`src/rtl/hdu.sv`:
```
// ---------------------------------------------------------------------------
// hdu -- hazard detection and pipeline sequencing unit for the 5-stage core
//
// Collects the hazard requests raised by the pipeline stages and turns them
// into the per-stage stall/flush controls that gate the pipeline registers.
// After a trap that lands on a busy memory access it runs a DRAIN phase,
// guarded by a watchdog, until the killed access has finished. Two
// saturating performance counters track stalled cycles and redirects.
//
// Parameters:
//   CNT_W          width of the performance counters
//   DRAIN_TIMEOUT  maximum number of DRAIN cycles before a forced exit (>= 1)
//
// Ports:
//   clk             core clock
//   rst             synchronous, active-low reset
//   hdu_load_stall  load-use dependency detected in ID
//   ex_branch_take  branch/jal/jalr in EX redirects the PC
//   if_busy         instruction fetch not complete this cycle
//   mem_busy        data memory access in MEM not complete this cycle
//   trap_take       exception/interrupt/mret committed; PC redirects now
//   pc_stall        hold the PC register
//   if_stall        hold the if2id register
//   id_stall        hold the id2ex register
//   ex_stall        hold the ex2mem register
//   mem_stall       hold the mem2wb register
//   if_flush        zero if2id ctrl (bubble)
//   id_flush        zero id2ex ctrl/exc
//   ex_flush        zero ex2mem ctrl
//   mem_flush       zero mem2wb ctrl
//   drain_timeout   sticky flag, the DRAIN watchdog expired
//   stall_cycles    count of cycles with pc_stall=1 (saturating)
//   redirect_count  count of branch/trap redirects (saturating)
// ---------------------------------------------------------------------------
module hdu #(
   parameter int CNT_W         = 32,
   parameter int DRAIN_TIMEOUT = 64
) (
   input  logic             clk,
   input  logic             rst,
   input  logic             hdu_load_stall,
   input  logic             ex_branch_take,
   input  logic             if_busy,
   input  logic             mem_busy,
   input  logic             trap_take,
   output logic             pc_stall,
   output logic             if_stall,
   output logic             id_stall,
   output logic             ex_stall,
   output logic             mem_stall,
   output logic             if_flush,
   output logic             id_flush,
   output logic             ex_flush,
   output logic             mem_flush,
   output logic             drain_timeout,
   output logic [CNT_W-1:0] stall_cycles,
   output logic [CNT_W-1:0] redirect_count
);

   // Drain counter is wide enough to hold DRAIN_TIMEOUT itself.
   localparam int DCNT_W = $clog2(DRAIN_TIMEOUT + 1);
   localparam logic [DCNT_W-1:0] DRAIN_LAST = DCNT_W'(DRAIN_TIMEOUT - 1);

   typedef enum logic {
      RUN,
      DRAIN
   } state_t;

   state_t            state;
   logic [DCNT_W-1:0] drain_cnt;
   logic              branch_redirect;

   // Stall/flush decode. Purely combinational so a hazard takes effect in
   // the same cycle it is raised. In RUN the requests are resolved by fixed
   // priority: trap, memory wait, branch, load-use, fetch wait. A branch
   // seen while MEM is busy is not acted on yet; EX is frozen, so the
   // request stays asserted and wins once the memory wait clears. DRAIN
   // freezes the front end and MEM while the killed access completes.
   always_comb begin
      pc_stall        = 1'b0;
      if_stall        = 1'b0;
      id_stall        = 1'b0;
      ex_stall        = 1'b0;
      mem_stall       = 1'b0;
      if_flush        = 1'b0;
      id_flush        = 1'b0;
      ex_flush        = 1'b0;
      mem_flush       = 1'b0;
      branch_redirect = 1'b0;
      if (rst) begin
         unique case (state)
            RUN: begin
               if (trap_take) begin
                  if_flush  = 1'b1;
                  id_flush  = 1'b1;
                  ex_flush  = 1'b1;
                  mem_flush = 1'b1;
               end else if (mem_busy) begin
                  pc_stall  = 1'b1;
                  if_stall  = 1'b1;
                  id_stall  = 1'b1;
                  ex_stall  = 1'b1;
                  mem_stall = 1'b1;
               end else if (ex_branch_take) begin
                  if_flush        = 1'b1;
                  id_flush        = 1'b1;
                  branch_redirect = 1'b1;
               end else if (hdu_load_stall) begin
                  pc_stall = 1'b1;
                  if_stall = 1'b1;
                  id_flush = 1'b1;
               end else if (if_busy) begin
                  pc_stall = 1'b1;
                  if_flush = 1'b1;
               end
            end
            DRAIN: begin
               pc_stall  = 1'b1;
               mem_stall = 1'b1;
               if_flush  = 1'b1;
               id_flush  = 1'b1;
               ex_flush  = 1'b1;
            end
            default: ;
         endcase
      end
   end

   // Sequencer state, drain watchdog and performance counters. A trap taken
   // while MEM is busy cannot cancel the in-flight access, so the unit waits
   // in DRAIN until mem_busy drops. The watchdog bounds that wait; once it
   // fires the sticky flag stays set until reset. A trap during DRAIN
   // restarts the wait from zero. Both counters stop at all-ones instead of
   // wrapping so long runs never read back as small numbers.
   always_ff @(posedge clk) begin
      if (!rst) begin
         state          <= RUN;
         drain_cnt      <= '0;
         drain_timeout  <= 1'b0;
         stall_cycles   <= '0;
         redirect_count <= '0;
      end else begin
         if (pc_stall && (stall_cycles != '1)) begin
            stall_cycles <= stall_cycles + CNT_W'(1);
         end
         if ((trap_take || branch_redirect) && (redirect_count != '1)) begin
            redirect_count <= redirect_count + CNT_W'(1);
         end
         unique case (state)
            RUN: begin
               if (trap_take) begin
                  drain_cnt <= '0;
                  state     <= mem_busy ? DRAIN : RUN;
               end
            end
            DRAIN: begin
               if (trap_take) begin
                  drain_cnt <= '0;
                  state     <= DRAIN;
               end else if (!mem_busy) begin
                  drain_cnt <= '0;
                  state     <= RUN;
               end else if (drain_cnt == DRAIN_LAST) begin
                  drain_cnt     <= '0;
                  drain_timeout <= 1'b1;
                  state         <= RUN;
               end else begin
                  drain_cnt <= drain_cnt + DCNT_W'(1);
               end
            end
            default: begin
               state     <= RUN;
               drain_cnt <= '0;
            end
         endcase
      end
   end

endmodule
```
`config.mk`:
```
export PLATFORM = sky130hd
export DESIGN_NAME = hdu
export DESIGN_NICKNAME = d
export VERILOG_FILES = /design/src/rtl/hdu.sv
export SDC_FILE = /design/constraint.sdc
export NUM_CORES = 1
export LEC_CHECK = 0
export CAP_MARGIN = 5
export CELL_PAD_IN_SITES_DETAIL_PLACEMENT = 2
export CELL_PAD_IN_SITES_GLOBAL_PLACEMENT = 2
export CORE_UTILIZATION = 31
export CTS_BUF_LIST = sky130_fd_sc_hd__clkbuf_4 sky130_fd_sc_hd__clkbuf_8
export CTS_CLUSTER_SIZE = 10
export DETAILED_ROUTE_END_ITERATION = 8
export PLACE_DENSITY_LB_ADDON = 0.08
export SYNTH_ARGS = -nofsm -noshare
export SYNTH_HDL_FRONTEND = slang
export SYNTH_SLANG_ARGS = --single-unit
```
`constraint.sdc`:
```
create_clock -name clk -period 2.5 [get_ports clk]
set_input_delay 0.5 -clock clk [delete_from_list [all_inputs] [get_ports clk]]
set_output_delay 0.5 -clock clk [all_outputs]
set_load 0.05 [all_outputs]
```
==> metrics <==
share of the core filled with cells in the final layout a little under half; final non-filler cell area around 0.0054 mm^2; global routing usage summed across all routing layers 22.9%; detailed-routing iteration count for the pre-antenna-repair pass 4; PwrDens about 460 mW/mm^2; Crit Path Class in -> out; share of synthesized flip-flops with an asynchronous set or reset 0%; Data arrival, critical path 1.97 ns; number of port buffers 80; cell types occupying the most area after synthesis sky130_fd_sc_hd__dfxtp_1 39%, sky130_fd_sc_hd__a21oi_1 5.4%, sky130_fd_sc_hd__nand2_1 4.9%, sky130_fd_sc_hd__o31ai_1 4.4%, sky130_fd_sc_hd__mux2i_1 3.7%; first-pass GRT wire length ~23,000 um; CP endpoint kind output pin; highest clock rate 405 MHz; nets 587; Min Clock Period, post-route roughly 2.5 ns; final worst path period share 98.9%; placed wire-length estimate 10,000 um; total instance count after detailed placement 707; final setup violating endpoints 0; sequential fraction of the synthesis area 38.6%; max_slew headroom between 50% and 60%; Finished Layout Cells 725; cell depth of the worst min-delay path 2; CTS sink cnt 73; initial antenna violation count 0; leading register cell type out of synthesis sky130_fd_sc_hd__dfxtp_1; Hold Crit Class reg -> reg; critical path startpoint category input pin; final-report max-slew violation count 0; number of cell rows 39; setup repair after global routing missed its margin true; number of buffers created by CTS 9; post-layout total power between 2 and 2.5 mW; flop and latch count out of synthesis 73; remaining design rule violation count 0; placed instance area 0.00510 mm^2; share of cells above drive strength 1 17.2%; gpl congestion 0.735; x dimension of the die ~110 um; DRT Wirelength 13,800 um; Clk Latency, worst-skew pair 0.37 ns; routed length on met3 between 300 and 400 um; area enclosed by the die boundary 0.0127 mm^2; total number of yosys warnings 0; number of global-route vias before repair 4,512; maximum resistive drop on vdd 202 uV; overall via count from detail_route 4,100; routed metal-1 wire length 6220 um; core region area ~0.012 mm^2; leakage power 1.77 nW; number of distinct library cell variants in the gate-level netlist after synthesis 55; area added between synthesis and finish 41.4%; Max Cap Viol 0; leftover overflow at the end of global routing 0; total count of hold-check failures in the final report 0; most frequently used cell type in the post-synthesis netlist sky130_fd_sc_hd__dfxtp_1; cell type contributing the most total cell area after synthesis sky130_fd_sc_hd__dfxtp_1; mean post-synth cell area 8.19 um^2; final worst clock skew 0.00821 ns; starting DRC count in detailed routing 113; WL per Instance 19.0 um; Detail Route met2 WL 7060 um; post-synth top area share 38.6%; CTS tree done; cell count of the worst reg-to-reg path 7; post-route antenna net violation count 0; maximum buffer depth of the clock tree 2; num ports 81; Tightest Pin Transition ~0.72 ns; most frequent cells after synthesis 73 x sky130_fd_sc_hd__dfxtp_1, 49 x sky130_fd_sc_hd__nand2_1, 41 x sky130_fd_sc_hd__a21oi_1; n_diodes 0; clock slew at reported path FFs 0.08 ns; synthesized net count 472; initial standard-cell utilization of the core 32.4%; number of standard cells after synthesis about 460; via/cell ratio 5.66; uppermost layer routed met4; CTS Root Buffer Type sky130_fd_sc_hd__clkbuf_8; post-synth design cell area 0.00378 mm^2; maximum number of pins on one net before global-route repair 27; highest net fanout along the worst path 7; status finished clean; data required time of the worst path 2.00 ns; deepest level of the CTS H-tree 3; number of enable-type register cells in the synthesized netlist 0; height of the chip 112 um; CTS Hold Bufs 0
## sequential cells by signal (all words and copies together), names as in the netlist
signal,flops
drain_cnt,7
drain_timeout,1
redirect_count,32
stall_cycles,32
state,1
## power by group
part	internal, mW	switching, mW
clock	0.523	0.472
combinational	0.115	0.175
sequential	1.17	0.0145
total	1.81	0.661
## what timing repair did
item                       in CTS  in global routing
hold endpoints to repair        0                  0
pin swaps                       0                  1
resized for setup               3                  5
setup buffers                   0                  2
setup endpoints to repair       2                  8
## logic make-up (layout without fill, tap and decap cells)
logic type               Yosys count  in the layout  share of synthesized area (%)
AND/OR/NAND/NOR                  216            216                           31.6
AO/OA/AOI/OAI                    109            109                           18.2
flip-flops                        73             73                           38.6
buffers and inverters             37            157                           4.63
multiplexers                      14             14                           3.70
XOR/XNOR                          10             10                           2.31
adder cells (fa/ha/maj)            3              3                          0.992
## per-layer routing
layer,global-route usage (%),vias to the layer above
met5,0,-
met4,6.84,0
met3,4.16,13
met2,41.6,59
met1,27.3,2070
li1,-,1958
## worst paths after layout
check / startpoint / end / slack (ns)
max: mem_busy / pc_stall / 0.03
min: stall_cycles[14] / stall_cycles[14] / 0.50
min reg2reg: stall_cycles[14] / stall_cycles[14] / 0.50
max reg2reg: stall_cycles[0] / stall_cycles[19] / 0.15
## layout make-up
cell class	count	area [um^2]
fillers	1295	6310
clock buffers	15	206
well taps	143	179
multi-input cells	352	2180
inverters	14	56.3
repair buffers	127	1250
clock inverters	1	5.00
flip-flops and latches	73	1470
## stage by stage
step                      setup TNS (ns)  setup slack, ns  hold slack (ns)
final                                  0           0.0285            0.505
after global routing              -0.124          -0.0534            0.518
after CTS                              0          0.00908            0.508
after detailed placement           -2.92           -0.196            0.480
after global placement             -1.71           -0.122            0.459
after floorplan                        0          0.00600            0.472
## critical path, cell delays in order
cell,delay (ns)
sky130_fd_sc_hd__clkdlybuf4s50_1,0.44
sky130_fd_sc_hd__buf_4,0.18
sky130_fd_sc_hd__o311ai_2,0.27
sky130_fd_sc_hd__buf_4,0.18
sky130_fd_sc_hd__clkinvlp_4,0.10
sky130_fd_sc_hd__buf_4,0.16
sky130_fd_sc_hd__buf_12,0.14
## cells in the final DEF (no fill, tap or decap), types with 6 or more instances in the layout
master,synthesis,routed
sky130_fd_sc_hd__inv_1,13,12
sky130_fd_sc_hd__nand4_1,15,15
sky130_fd_sc_hd__mux2i_1,14,14
sky130_fd_sc_hd__clkbuf_8,1,15
sky130_fd_sc_hd__nor3_1,11,11
sky130_fd_sc_hd__o21ai_0,20,20
sky130_fd_sc_hd__dfxtp_1,73,65
sky130_fd_sc_hd__nand2b_1,10,10
sky130_fd_sc_hd__xnor2_1,9,9
sky130_fd_sc_hd__nand3_1,24,24
sky130_fd_sc_hd__and3_1,6,6
sky130_fd_sc_hd__or4_1,18,18
sky130_fd_sc_hd__nor4_1,11,10
sky130_fd_sc_hd__o31ai_1,22,22
sky130_fd_sc_hd__nand2_1,49,49
sky130_fd_sc_hd__clkdlybuf4s50_1,0,69
sky130_fd_sc_hd__a21oi_1,41,39
sky130_fd_sc_hd__or3_1,17,17
sky130_fd_sc_hd__buf_4,1,46
sky130_fd_sc_hd__nor2_1,28,27
sky130_fd_sc_hd__dfxtp_2,0,8
sky130_fd_sc_hd__buf_12,0,10
Power figures use the tool's default switching activity.
